===== src/rtl/mem_access_unit.sv =====
`default_nettype none
// ============================================================================
// Module   : mem_access_unit
// Purpose  : Memory-access pipeline stage between execute and write-back.
//            Issues byte/half/word(/double) loads and stores to a multi-cycle
//            data memory over a valid/ready request channel and a one-cycle
//            response-valid channel. Generates byte enables and lane-shifted
//            store data, sign/zero-extends load data, flags misaligned or
//            illegal-size accesses, and stalls upstream while an access is
//            outstanding. All write-back outputs are registered.
// Ports    : clk/reset         - clock, asynchronous active-high reset
//            ex_*              - instruction from execute stage
//            mem_stall         - combinational upstream hold
//            dmem_req_*        - request channel to data memory
//            dmem_rsp_*        - load response from data memory
//            wb_*              - registered write-back entry
//            mem_misaligned    - one-cycle exception pulse
// Revision : 1.0 - initial release
// ============================================================================
module mem_access_unit #(
    parameter int XLEN   = 32,
    parameter int ADDR_W = 32,
    parameter int KEY_W  = 5
) (
    input  logic                 clk,
    input  logic                 reset,
    input  logic                 ex_valid,
    input  logic                 ex_mem_read,
    input  logic                 ex_mem_write,
    input  logic [1:0]           ex_size,
    input  logic                 ex_unsigned,
    input  logic [XLEN-1:0]      ex_alu_result,
    input  logic [XLEN-1:0]      ex_store_data,
    input  logic                 ex_rd_en,
    input  logic [KEY_W-1:0]     ex_rd_key,
    output logic                 mem_stall,
    output logic                 dmem_req_valid,
    input  logic                 dmem_req_ready,
    output logic                 dmem_req_we,
    output logic [ADDR_W-1:0]    dmem_req_addr,
    output logic [XLEN-1:0]      dmem_req_wdata,
    output logic [XLEN/8-1:0]    dmem_req_be,
    input  logic                 dmem_rsp_valid,
    input  logic [XLEN-1:0]      dmem_rsp_rdata,
    output logic                 wb_valid,
    output logic                 wb_rd_en,
    output logic [KEY_W-1:0]     wb_rd_key,
    output logic [XLEN-1:0]      wb_rd_value,
    output logic                 mem_misaligned
);

    localparam int c_BYTES = XLEN / 8;
    localparam int c_OFF_W = $clog2(c_BYTES);
    localparam logic [ADDR_W-1:0] c_ALIGN_MASK = ~ADDR_W'(c_BYTES - 1);

    typedef enum logic [1:0] {
        ST_IDLE = 2'd0,
        ST_REQ  = 2'd1,
        ST_RSP  = 2'd2
    } state_t;

    state_t                 r_state;
    logic [1:0]             r_size;
    logic                   r_unsigned;
    logic [c_OFF_W-1:0]     r_off;
    logic                   r_rd_en;
    logic [KEY_W-1:0]       r_rd_key;

    // ------------------------------------------------------------------
    // Request-side decode (from ex_* inputs)
    // ------------------------------------------------------------------
    logic                   w_mem_op;
    logic [c_OFF_W-1:0]     w_off;
    logic [3:0]             w_align_full;
    logic [c_OFF_W-1:0]     w_align_mask;
    logic                   w_illegal_size;
    logic                   w_misaligned;
    logic [ADDR_W-1:0]      w_addr_full;
    logic [c_BYTES-1:0]     w_be_base;
    logic [c_BYTES-1:0]     w_be;
    logic [XLEN-1:0]        w_wdata;

    generate
        if (ADDR_W <= XLEN) begin : g_addr_trunc
            assign w_addr_full = ex_alu_result[ADDR_W-1:0];
        end else begin : g_addr_zext
            assign w_addr_full = {{(ADDR_W-XLEN){1'b0}}, ex_alu_result};
        end
    endgenerate

    always_comb begin
        w_mem_op       = ex_mem_read | ex_mem_write;
        w_off          = ex_alu_result[c_OFF_W-1:0];
        // Low address bits that must be zero for a naturally aligned access.
        w_align_full   = ~(4'hF << ex_size);
        w_align_mask   = w_align_full[c_OFF_W-1:0];
        w_illegal_size = (ex_size == 2'd3) && (XLEN != 64);
        w_misaligned   = w_illegal_size || (|(w_off & w_align_mask));
        // 2^size contiguous ones; a full-width shift yields an all-ones mask.
        w_be_base      = ~({c_BYTES{1'b1}} << (4'd1 << ex_size));
        w_be           = w_be_base << w_off;
        w_wdata        = ex_store_data << {w_off, 3'b000};
    end

    // ------------------------------------------------------------------
    // Load extraction and extension (from captured access attributes)
    // ------------------------------------------------------------------
    logic [XLEN-1:0]        w_rsp_shifted;
    logic [7:0]             w_nbits;
    logic [XLEN-1:0]        w_field_mask;
    logic                   w_sign;
    logic [XLEN-1:0]        w_load_value;

    always_comb begin
        w_rsp_shifted = dmem_rsp_rdata >> {r_off, 3'b000};
        w_nbits       = 8'd8 << r_size;
        w_field_mask  = ~({XLEN{1'b1}} << w_nbits);
        // Topmost set bit of the field mask selects the sign bit.
        w_sign        = ~r_unsigned &
                        (|(w_rsp_shifted & w_field_mask & ~(w_field_mask >> 1)));
        w_load_value  = (w_rsp_shifted & w_field_mask) |
                        ({XLEN{w_sign}} & ~w_field_mask);
    end

    // ------------------------------------------------------------------
    // Upstream stall: released in the cycle the access completes so the
    // next instruction is presented as the stage returns to IDLE.
    // ------------------------------------------------------------------
    always_comb begin
        mem_stall = 1'b0;
        case (r_state)
            ST_IDLE: mem_stall = ex_valid && w_mem_op && !w_misaligned;
            ST_REQ:  mem_stall = !(dmem_req_ready && dmem_req_we);
            ST_RSP:  mem_stall = !dmem_rsp_valid;
            default: mem_stall = 1'b0;
        endcase
    end

    // ------------------------------------------------------------------
    // Control FSM with registered bus and write-back outputs
    // ------------------------------------------------------------------
    always_ff @(posedge clk or posedge reset) begin
        if (reset) begin
            r_state        <= ST_IDLE;
            r_size         <= 2'd0;
            r_unsigned     <= 1'b0;
            r_off          <= '0;
            r_rd_en        <= 1'b0;
            r_rd_key       <= '0;
            dmem_req_valid <= 1'b0;
            dmem_req_we    <= 1'b0;
            dmem_req_addr  <= '0;
            dmem_req_wdata <= '0;
            dmem_req_be    <= '0;
            wb_valid       <= 1'b0;
            wb_rd_en       <= 1'b0;
            wb_rd_key      <= '0;
            wb_rd_value    <= '0;
            mem_misaligned <= 1'b0;
        end else begin
            wb_valid       <= 1'b0;
            mem_misaligned <= 1'b0;
            case (r_state)
                ST_IDLE: begin
                    if (ex_valid) begin
                        if (!w_mem_op) begin
                            wb_valid    <= 1'b1;
                            wb_rd_en    <= ex_rd_en;
                            wb_rd_key   <= ex_rd_key;
                            wb_rd_value <= ex_alu_result;
                        end else if (w_misaligned) begin
                            wb_valid       <= 1'b1;
                            wb_rd_en       <= 1'b0;
                            wb_rd_key      <= ex_rd_key;
                            mem_misaligned <= 1'b1;
                        end else begin
                            dmem_req_valid <= 1'b1;
                            dmem_req_we    <= ex_mem_write;
                            dmem_req_addr  <= w_addr_full & c_ALIGN_MASK;
                            dmem_req_wdata <= w_wdata;
                            dmem_req_be    <= w_be;
                            r_size         <= ex_size;
                            r_unsigned     <= ex_unsigned;
                            r_off          <= w_off;
                            r_rd_en        <= ex_rd_en;
                            r_rd_key       <= ex_rd_key;
                            r_state        <= ST_REQ;
                        end
                    end
                end
                ST_REQ: begin
                    if (dmem_req_ready) begin
                        dmem_req_valid <= 1'b0;
                        if (dmem_req_we) begin
                            wb_valid  <= 1'b1;
                            wb_rd_en  <= 1'b0;
                            wb_rd_key <= r_rd_key;
                            r_state   <= ST_IDLE;
                        end else begin
                            r_state   <= ST_RSP;
                        end
                    end
                end
                ST_RSP: begin
                    if (dmem_rsp_valid) begin
                        wb_valid    <= 1'b1;
                        wb_rd_en    <= r_rd_en;
                        wb_rd_key   <= r_rd_key;
                        wb_rd_value <= w_load_value;
                        r_state     <= ST_IDLE;
                    end
                end
                default: r_state <= ST_IDLE;
            endcase
        end
    end

endmodule
`default_nettype wire

===== config.mk =====
export PLATFORM = sky130hd
export DESIGN_NAME = mem_access_unit
export DESIGN_NICKNAME = d
export VERILOG_FILES = /design/src/rtl/mem_access_unit.sv
export SDC_FILE = /design/constraint.sdc
export NUM_CORES = 1
export LEC_CHECK = 0
export BUFFER_PORTS_ARGS = -buffer_cell sky130_fd_sc_hd__buf_2
export CORE_MARGIN = 1.5
export CORE_UTILIZATION = 28
export DETAILED_ROUTE_END_ITERATION = 12
export HOLD_SLACK_MARGIN = 0.15
export SYNTH_ARGS = -nofsm -noshare
export SYNTH_HDL_FRONTEND = slang
export SYNTH_SLANG_ARGS = --single-unit

===== constraint.sdc =====
create_clock -name clk -period 3.7 [get_ports clk]
set_input_delay 0.37 -clock clk [delete_from_list [all_inputs] [get_ports clk]]
set_output_delay 0.37 -clock clk [all_outputs]
set_load 0.03 [all_outputs]

==> metrics <==
utilization after layout 37.9%; routability cong. 0.837; setup violation total in the final timing report 0; first-pass GRT wire length 28,100 µm; post-route setup TNS 0 ps; Die Y-Extent between 150 and 200 µm; startpoint types flop; DRC viols 0; Post-Synthesis Cells 592; drt total wl 18,800 µm; critical path capture point type output port; final net count roughly 900; clk sinks 121; crit path max fanout 33; drt wl/cell 17.4 µm; max frequency 0.338 GHz; Power per Cell Area 983 nW/µm²; outcome finished, final reports clean; final non-filler cell total 1,081; core footprint 21,300 µm²; CTS Hold Bufs 0; dpl hpwl 13,900 µm; RSZ-0062 raised after global routing no; initial core utilization 28.8%; Post-synth EDFFs 0; Antenna Cells 0; R2R depth 6; Max Transition Viols Final 0; reg2reg start r_off[0]; count of final hold-check violations 0; Hold WC Path Type input port to async pin; Pint 4350 µW; clock share of power a little over a fifth; Crit Path Category flop to output port; Pre-antenna DRT Iters 4; Mapped Area 6130 µm²; post-CTS setup buffers 0; clk buf depth 2; ANT nets after route 0; Critical Path RT 3330 ps; htree depth 4; Vias 5,221; register area share after synthesis 49.4%; largest net degree at the start of global routing 66; Sw Share 45.2%; flops & latches, synth 121; Iter 0 DRT Violations about 160; Clock Skews about 15 ps; ys flop type dfrtp_1; num rows 53; share of layout cells above drive strength 1 43.5%; Worst Tran Pin Value 923 ps; Peak VDD IR 0.460 mV; total global routing overflow 0; Ys Warns 0; post-synth cell types 43; Syn Area/Cell 10.4 µm²; Placed Instances 1,049; Rel. slew slack a little under two fifths; CTS tree yes; Async S/R FF share, synth between 90% and 100%; Die X 151 µm; I/O pin cnt roughly 220; LEAKAGE 0.00378 µW; vias in the first global route approximately 5.0k; die area roughly 23,000 µm²; count of input and output buffers 220; post_cts resized 0; MaxCap Viol Count 0; antenna violations before repair 2; root buf cell clkbuf_16; Tcrit/Tclk final 80.1%; cts bufs inserted 17; Vias/cell 4.83; Switch Pwr 3590 µW; Reg clk slew, reported paths ~60 ps; Comb power frac between 40% and 50%; Clock Latency Late Sink about 410 ps; gr usage total 16.5%; Sequential Power Share 30.0%; CP arrival ~2600 ps; Final Critical Period 2960 ps; Area Overhead vs Synth 31.6%; R2R setup slack 830 ps; reg-to-reg endpoint wb_rd_value[30]
==> Yosys cell counts (2+ instances only) <==
cell | number | area [µm²]
clkbuf_1 | 21 | 78.8
nand2_1 | 80 | 300
or2_2 | 3 | 18.8
mux2i_1 | 39 | 390
buf_1 | 5 | 18.8
nand2b_1 | 4 | 25.0
a211oi_1 | 8 | 60.1
nor3_1 | 2 | 10.0
dfrtp_1 | 121 | 3030
a221oi_2 | 10 | 150
a221oi_1 | 14 | 123
mux2_2 | 69 | 777
nor2_1 | 72 | 270
ha_1 | 4 | 50.1
nor2b_1 | 13 | 81.3
inv_1 | 5 | 18.8
buf_4 | 3 | 22.5
o21ai_0 | 39 | 195
nand3_1 | 2 | 10.0
buf_2 | 17 | 85.1
o31ai_1 | 9 | 67.6
a21oi_1 | 31 | 155
==> final cells by class <==
| class | instances | area, µm² |
|---|---|---|
| well taps | 275 | 344 |
| repair buffers | 228 | 1190 |
| clock inverters | 14 | 159 |
| inverters | 5 | 21.3 |
| fillers | 2170 | 13200 |
| clock buffers | 18 | 439 |
| flip-flops and latches | 121 | 3030 |
| multi-input cells | 420 | 2890 |
==> metal layers <==
layer	vias to the layer above	global-route usage [%]	part of all wire, %
met1	2494	19.9	42
met5	-	0	0.037
met2	221	27.1	47
li1	2480	-	-
met4	2	5.97	1.8
met3	24	5.78	8.8
==> stage by stage <==
step / power, µW / setup WS (ps) / hold WS, ps / instance area (µm²)
5_1_grt: 8440 / 449 / 180 / 8070
3_3_place_gp: 6230 / 993 / 459 / 7470
3_5_place_dp: 6290 / 880 / 466 / 7470
4_1_cts: 8030 / 712 / 158 / 8070
6_report: 7930 / 737 / 125 / 8070
2_1_floorplan: 5160 / 116 / 474 / 6140
==> logic make-up (layout without fill, tap and decap cells) <==
| family | after synthesis | in the layout | synth area share (%) |
|---|---|---|---|
| and+or+nand+nor | 181 | 181 | 12.2 |
| AOI/OAI and AO/OA | 123 | 123 | 14.2 |
| DFF | 121 | 121 | 49.4 |
| muxes | 109 | 109 | 19.4 |
| buffers and inverters | 52 | 265 | 3.83 |
| adders and majority gates | 4 | 4 | 0.816 |
| other | 1 | 2 | 0.0611 |
| xor gates and xnor gates | 1 | 1 | 0.143 |
==> power by group through the flow <==
| stage | sequential (µW) | combinational (µW) | clock [µW] |
|---|---|---|---|
| after floorplan | 3420 | 1740 | 0 |
| after global placement | 2380 | 3850 | 0 |
| after detailed placement | 2390 | 3890 | 0 |
| after CTS | 2380 | 3900 | 1740 |
| after global routing | 2470 | 4160 | 1800 |
| final | 2380 | 3850 | 1700 |
==> worst max-delay path, cell delays in order, from the launching register on <==
cell and delay, ps:
dfrtp_1 410, inv_1 110, ha_1 380, nand2_1 130
or2_0 340, nand2b_4 380, a21oi_1 210, buf_2 210
==> flip-flops by register name (all words and copies together) (netlist names), 2 cells and up <==
name / flops
dmem_req_be: 4
r_rd_key: 5
wb_rd_key: 5
dmem_req_wdata: 32
dmem_req_addr: 30
wb_rd_value: 32
r_state: 2
r_size: 2
r_off: 2
==> layout by cell type, fill, tap and decap left out, types with 13 or more instances in the layout <==
cell / instances
buf_2: 220
dfrtp_1: 121
nand2_1: 80
nor2_1: 72
mux2_2: 69
mux2i_1: 39
o21ai_0: 39
a21oi_1: 31
clkbuf_16: 17
a221oi_1: 14
nor2b_1: 13
==> worst max-delay path by stage <==
stage	startpoint	endpoint
final	r_state[0]	mem_stall
after global routing	r_state[0]	mem_stall
after CTS	r_state[0]	mem_stall
after detailed placement	r_off[0]	wb_rd_value[30]
after global placement	r_off[0]	wb_rd_value[26]
after floorplan	reset	dmem_req_addr[10]
(Power assumes the default switching activity.)
